<file path="src/rtl/alu_seq_unit.sv">
`default_nettype none
// ============================================================================
// Module   : alu_seq_unit
// Brief    : Execute-stage ALU with valid/ready handshake. Single-cycle logic,
//            compare and shift ops; iterative shift-add multiply and restoring
//            divide that occupy the unit for WIDTH cycles.
// Revision : 1.0 - initial release
// ============================================================================
module alu_seq_unit #(
    parameter int WIDTH     = 32,
    parameter bit MULDIV_EN = 1'b1
) (
    input  logic             clk,
    input  logic             rst,
    input  logic             flush,
    input  logic             in_valid,
    output logic             in_ready,
    input  logic [3:0]       alu_op,
    input  logic [WIDTH-1:0] a,
    input  logic [WIDTH-1:0] b,
    output logic             out_valid,
    input  logic             out_ready,
    output logic [WIDTH-1:0] result,
    output logic             zero,
    output logic             illegal
);

    localparam int SHW = $clog2(WIDTH);
    localparam int CW  = $clog2(WIDTH + 1);

    localparam logic [CW-1:0] C_CNT_FULL = CW'(WIDTH);
    localparam logic [CW-1:0] C_CNT_ONE  = CW'(1);

    localparam logic [3:0] OP_ADD   = 4'h0;
    localparam logic [3:0] OP_SUB   = 4'h1;
    localparam logic [3:0] OP_AND   = 4'h2;
    localparam logic [3:0] OP_OR    = 4'h3;
    localparam logic [3:0] OP_XOR   = 4'h4;
    localparam logic [3:0] OP_NOR   = 4'h5;
    localparam logic [3:0] OP_SLL   = 4'h6;
    localparam logic [3:0] OP_SRL   = 4'h7;
    localparam logic [3:0] OP_SLT   = 4'h8;
    localparam logic [3:0] OP_SLTU  = 4'h9;
    localparam logic [3:0] OP_SRA   = 4'hA;
    localparam logic [3:0] OP_MUL   = 4'hB;
    localparam logic [3:0] OP_MULHU = 4'hC;
    localparam logic [3:0] OP_DIVU  = 4'hD;
    localparam logic [3:0] OP_REMU  = 4'hE;
    localparam logic [3:0] OP_ILL   = 4'hF;

    typedef enum logic [1:0] {
        ST_IDLE = 2'd0,
        ST_BUSY = 2'd1,
        ST_DONE = 2'd2
    } state_t;

    state_t             state_q, state_d;
    logic [CW-1:0]      cnt_q, cnt_d;
    logic [2*WIDTH-1:0] acc_q, acc_d;       // mul: {partial product, multiplier}; div: {remainder, quotient}
    logic [WIDTH-1:0]   opnd_q, opnd_d;     // multiplicand or divisor
    logic               is_div_q, is_div_d;
    logic               sel_hi_q, sel_hi_d; // take upper half of acc (mulhu / remu)
    logic [WIDTH-1:0]   result_q, result_d;
    logic               zero_q, zero_d;
    logic               illegal_q, illegal_d;

    logic [SHW-1:0]     shamt;
    logic [WIDTH-1:0]   alu_res;
    logic               op_muldiv;
    logic               op_illegal;
    logic               accept;

    logic [WIDTH:0]     mul_sum;
    logic [2*WIDTH-1:0] mul_next;
    logic [WIDTH:0]     div_tmp;
    logic               div_ge;
    logic [WIDTH-1:0]   div_rem;
    logic [2*WIDTH-1:0] div_next;
    logic [2*WIDTH-1:0] step_next;
    logic [WIDTH-1:0]   step_res;

    assign shamt      = b[SHW-1:0];
    assign op_muldiv  = MULDIV_EN && (alu_op inside {OP_MUL, OP_MULHU, OP_DIVU, OP_REMU});
    assign op_illegal = (alu_op == OP_ILL) ||
                        (!MULDIV_EN && (alu_op inside {OP_MUL, OP_MULHU, OP_DIVU, OP_REMU}));

    // Single-cycle datapath, evaluated on the live operands at accept time
    always_comb begin
        alu_res = '0;
        case (alu_op)
            OP_ADD:  alu_res = a + b;
            OP_SUB:  alu_res = a - b;
            OP_AND:  alu_res = a & b;
            OP_OR:   alu_res = a | b;
            OP_XOR:  alu_res = a ^ b;
            OP_NOR:  alu_res = ~(a | b);
            OP_SLL:  alu_res = a << shamt;
            OP_SRL:  alu_res = a >> shamt;
            OP_SLT:  alu_res = {{(WIDTH-1){1'b0}}, ($signed(a) < $signed(b))};
            OP_SLTU: alu_res = {{(WIDTH-1){1'b0}}, (a < b)};
            OP_SRA:  alu_res = $signed(a) >>> shamt;
            default: alu_res = '0;
        endcase
    end

    // One iteration of shift-add multiply or restoring divide on the accumulator
    always_comb begin
        mul_sum   = {1'b0, acc_q[2*WIDTH-1:WIDTH]} + {1'b0, opnd_q};
        mul_next  = acc_q[0] ? {mul_sum, acc_q[WIDTH-1:1]} : {1'b0, acc_q[2*WIDTH-1:1]};
        div_tmp   = {acc_q[2*WIDTH-1:WIDTH], acc_q[WIDTH-1]};
        div_ge    = (div_tmp >= {1'b0, opnd_q});
        div_rem   = div_ge ? WIDTH'(div_tmp - {1'b0, opnd_q}) : div_tmp[WIDTH-1:0];
        div_next  = {div_rem, acc_q[WIDTH-2:0], div_ge};
        step_next = is_div_q ? div_next : mul_next;
        step_res  = sel_hi_q ? step_next[2*WIDTH-1:WIDTH] : step_next[WIDTH-1:0];
    end

    // Handshake FSM: next state, accept and result capture; flush overrides all
    always_comb begin
        state_d   = state_q;
        cnt_d     = cnt_q;
        acc_d     = acc_q;
        opnd_d    = opnd_q;
        is_div_d  = is_div_q;
        sel_hi_d  = sel_hi_q;
        result_d  = result_q;
        zero_d    = zero_q;
        illegal_d = illegal_q;
        in_ready  = (state_q == ST_IDLE) || ((state_q == ST_DONE) && out_ready);
        accept    = 1'b0;

        case (state_q)
            ST_IDLE: accept = in_valid;
            ST_BUSY: begin
                acc_d = step_next;
                cnt_d = cnt_q - C_CNT_ONE;
                if (cnt_q == C_CNT_ONE) begin
                    result_d  = step_res;
                    zero_d    = (step_res == '0);
                    illegal_d = 1'b0;
                    state_d   = ST_DONE;
                end
            end
            ST_DONE: begin
                if (out_ready) begin
                    accept  = in_valid;
                    state_d = ST_IDLE;
                end
            end
            default: state_d = ST_IDLE;
        endcase

        if (accept) begin
            if (op_muldiv) begin
                state_d  = ST_BUSY;
                cnt_d    = C_CNT_FULL;
                is_div_d = (alu_op == OP_DIVU) || (alu_op == OP_REMU);
                sel_hi_d = (alu_op == OP_MULHU) || (alu_op == OP_REMU);
                // divide starts from {0, dividend}; multiply from {0, multiplier}
                acc_d    = is_div_d ? {{WIDTH{1'b0}}, a} : {{WIDTH{1'b0}}, b};
                opnd_d   = is_div_d ? b : a;
            end else begin
                state_d   = ST_DONE;
                result_d  = op_illegal ? '0 : alu_res;
                zero_d    = op_illegal ? 1'b1 : (alu_res == '0);
                illegal_d = op_illegal;
            end
        end

        if (flush) begin
            state_d = ST_IDLE;
            cnt_d   = '0;
            acc_d   = '0;
            opnd_d  = '0;
        end
    end

    // State and datapath registers with asynchronous active-low reset
    always_ff @(posedge clk or negedge rst) begin
        if (!rst) begin
            state_q   <= ST_IDLE;
            cnt_q     <= '0;
            acc_q     <= '0;
            opnd_q    <= '0;
            is_div_q  <= 1'b0;
            sel_hi_q  <= 1'b0;
            result_q  <= '0;
            zero_q    <= 1'b1;
            illegal_q <= 1'b0;
        end else begin
            state_q   <= state_d;
            cnt_q     <= cnt_d;
            acc_q     <= acc_d;
            opnd_q    <= opnd_d;
            is_div_q  <= is_div_d;
            sel_hi_q  <= sel_hi_d;
            result_q  <= result_d;
            zero_q    <= zero_d;
            illegal_q <= illegal_d;
        end
    end

    assign out_valid = (state_q == ST_DONE);
    assign result    = result_q;
    assign zero      = zero_q;
    assign illegal   = illegal_q;

endmodule
`default_nettype wire

</file>
<file path="config.mk">
export PLATFORM = sky130hd
export DESIGN_NAME = alu_seq_unit
export DESIGN_NICKNAME = d
export VERILOG_FILES = /design/src/rtl/alu_seq_unit.sv
export SDC_FILE = /design/constraint.sdc
export NUM_CORES = 1
export LEC_CHECK = 0
export ABC_CLOCK_PERIOD_IN_PS = 5100
export CORE_MARGIN = 10
export CORE_UTILIZATION = 30
export CTS_CLUSTER_SIZE = 28
export DETAILED_ROUTE_END_ITERATION = 10
export DONT_BUFFER_PORTS = 1
export GPL_TIMING_DRIVEN = 0
export PLACE_DENSITY_LB_ADDON = 0.25
export REMOVE_ABC_BUFFERS = 1
export SLEW_MARGIN = 10
export SYNTH_ARGS = -nofsm -noshare
export SYNTH_HDL_FRONTEND = slang
export SYNTH_SLANG_ARGS = --single-unit
</file>
<file path="constraint.sdc">
create_clock -name clk -period 5.1 [get_ports clk]
set_clock_uncertainty 0.2 [all_clocks]
set_input_delay 0.51 -clock clk [delete_from_list [all_inputs] [get_ports clk]]
set_output_delay 0.51 -clock clk [all_outputs]
set_load 0.05 [all_outputs]
</file>
==> flow_summary.yaml <==
outcome:
  status: "finished, final reports clean"
placement:
  post-place-ws_ns: -0.936
  hpwlAfterDp_um: 82800
  numPortBuffers: 0
  place_congestion: 0.996
  placedCellCount: 3978
  placed_area_mm2: 0.0242
logic_synthesis:
  seq_area_frac_synth_pct: 15.0
  synth_area_mm2: 0.0234
  synth.area.top_cells: "dfrtp_1 (15%), ha_1 (9.1%), mux2i_1 (8.7%)"
  synth-seq-cells: 140
  synth.avg_cell_area_um2: 7.37
  ys.flop_type: "dfrtp_1"
  synth_warnings: 0
  yosys.area.top_type: "dfrtp_1"
  synth_top_cell_area_share_pct: 14.9
  yosysUniqueCellTypes: 100
  netlist_instances: 3170
  synth_edf_count: 0
  async_flop_share_pct: 100
cells_and_area:
  antennaDiodeCount: 0
  final_util_pct: 32.4
  syn2layout_area_growth_pct: 7.24
  drive_gt1_share_pct: 7.52
  fin_area_mm2: 0.0251
  final_cells: 4020
  nets: 3214
power:
  power_frac_clock_pct: 22.6
  power_density_mw_per_mm2: 225
  fin_total_pwr_mw: 5.63
  power.leakage_nw: 9.70
  peakVddDrop_mv: 0.184
  switching_share_pct: 49.2
  comb_power_share_pct: 47.8
  switchingPower_mw: 2.77
  seq_power_share_pct: 29.6
  intPower_mw: 2.86
run:
  maxCapViolCount: 0
timing:
  period_minus_slack_ns: 4.97
  worst_slew_pin_slew_ns: 1.28
  min_period_over_period_pct: 97.4
  setup_violations: 0
  worst_slack_ns: 0.131
  rsz0062_at_grt: "no"
  drv_slew: 0
  setup_tns_ns: 0
  max_slew_margin_pct: 14.3
  hold_viol: 0
  max_freq_mhz: 201
  hold_slack_ns: 0.0685
clocking:
  clock_path_buffers: 2
  numClockSinks: 140
  clkTransAtPathRegs_ns: 0.08
  htreeDepth: 4
  cts_tree: "built"
  cts-root-buf: "clkbuf_16"
  cts_buffers: 17
  clock_latency_ns: 0.45
critical_path:
  reg2reg_slack_ns: 0.20
  critPathKind: "primary input to register"
  worst_ep_required_time_ns: 5.28
  cp.arrival_ns: 5.15
  critical_path_peak_fanout: 48
  end_kind: "register"
  crit_path_start_kind: "primary input"
die:
  num_rows: 102
  core_area_mm2: 0.0773
  ioPinCount: 109
  die_x_um: 299
  die_y_um: 299
  floorplan.initialDensity_pct: 30.2
  dieArea_mm2: 0.0894
grt:
  overflow: 0
  grt_max_degree: 141
  grtUsageTotal_pct: 23.1
  antenna_found_initial: 1
  grt_first_pass_wirelength_um: 159000
  grt_pass1_vias: 23447
route:
  avgViaCountPerCell: 6.24
  ant_nets: 0
  wire_per_inst_um: 27.0
  drt_iter0_drc: 2634
  totalWireLength_um: 109000
  dr.pass1.iters: 6
  route.detailed.drc: 0
  num_vias: 25073
min_path:
  hold_path_class: "primary input to register"
## state kept, by name, indices dropped and copies added, names as in the netlist
register  flops
sel_hi_q      1
acc_q        64
is_div_q      1
cnt_q         6
state_q       2
opnd_q       32
illegal       1
zero          1
result       32
## repair_timing
| item | in CTS | in global routing |
|---|---|---|
| hold buffers | 4 | 0 |
| hold endpoints to repair | 208 | 0 |
| pin swaps | 1 | 5 |
| resized for setup | 18 | 14 |
| endpoints found under the setup margin | 1 | 1 |
| gates cloned | 0 | 2 |
| buffers inserted | 0 | 4 |
## Yosys cell counts, types with 27 or more instances
cell      count
a211oi_1    168
a21o_1       38
a21oi_1     263
a221oi_1     31
a31oi_1      32
buf_2        35
clkbuf_1    197
dfrtp_1     139
ha_1        170
inv_1       160
mux2i_1     203
mux4_2       49
nand2_1     288
nand2b_1     29
nand3_1      69
nand4_1      27
nor2_1      363
nor2b_1      33
nor3_1       83
nor4_1       27
o211ai_1     54
o21ai_0     143
o221ai_1     27
xnor2_1      37
## final cells by class
type	instances	area (um^2)
Inverter	162	616
Fill cell	8533	52300
Multi-Input combinational cell	2607	18500
Clock buffer	18	429
Sequential cell	140	3510
Timing Repair inverter	1	5.00
Timing Repair Buffer	38	561
Tap cell	1040	1300
Clock inverter	14	153
## logic make-up after synthesis
kind of cell	Yosys count	share of synthesized area, %
flip-flops	140	15.0
AO/OA/AOI/OAI	1058	31.0
AND/OR/NAND/NOR	1028	20.2
multiplexers	287	15.1
adder cells (fa/ha/maj)	174	9.45
XOR/XNOR	59	2.21
buffers and inverters	424	7.06
## final timing paths
path | end | startpoint | cells after the start
setup / recovery | zero$_DFF_PN1_ | b[4] | 14
hold / removal | state_q[0]$_DFFE_PN0P_ | flush | 3
setup reg to reg | zero$_DFF_PN1_ | acc_q[31]$_DFF_PN0_ | 13
hold reg to reg | cnt_q[4]$_DFF_PN0_ | cnt_q[4]$_DFF_PN0_ | 2
max in group asynchronous | acc_q[0]$_DFF_PN0_ | rst | 2
min in group asynchronous | acc_q[59]$_DFF_PN0_ | rst | 2
## cells in the final DEF, fill, tap and decap left out, drive strengths merged, types with 12 or more instances in the layout
cell type  netlist  routed
inv            162     170
mux2i          203     203
a211oi         168     168
dfrtp          139     139
nor3            83      83
o21bai          16      16
a311oi          12      12
or3             14      14
and2            14      14
nand3           69      69
o221ai          27      27
nand2b          29      29
o22ai           16      16
and3            25      25
a21oi          264     264
xnor2           37      37
or2             12      12
o21a            22      22
nor2           364     364
a221oi          32      32
a21o            38      38
mux2            35      35
ha             170     170
nor2b           33      33
xor2            22      22
o211ai          54      54
clkbuf         197      18
buf             65      36
nand2          289     290
a211o           18      18
nor4            27      27
nand4           27      27
o31ai           24      24
mux4            49      49
a221o           21      21
a2111oi         16      16
a31oi           32      32
o21ai          166     166
## power groups by stage
stage | logic [mW] | clock network [mW] | registers [mW]
global route | 2.89 | 1.33 | 1.68
finish | 2.69 | 1.27 | 1.67
CTS | 2.58 | 1.29 | 1.67
detailed placement | 2.49 | 0 | 1.69
floorplan | 1.72 | 0 | 1.60
global placement | 2.44 | 0 | 1.73
## metal layers
layer	wire (um)	global-route usage [%]	up-vias
met5	20	0	-
met4	3890	8.24	2
met3	9470	4.40	192
met2	48600	36.3	1199
met1	46800	31.1	12214
li1	-	-	11466
## critical path, stage by stage
cell and delay, ns:
clkinvlp_4 0.43, ha_2 0.66, nand2_1 0.16, o311ai_2 0.63, a41o_1 0.33, a221o_1 0.33
a41oi_2 0.29, a21oi_1 0.24, a2bb2oi_1 0.11, or4_1 0.56, nor4b_1 0.31, and4bb_1 0.25
a31oi_1 0.14, a21oi_1 0.17
No activity file was read; power rests on OpenSTA's default activity.
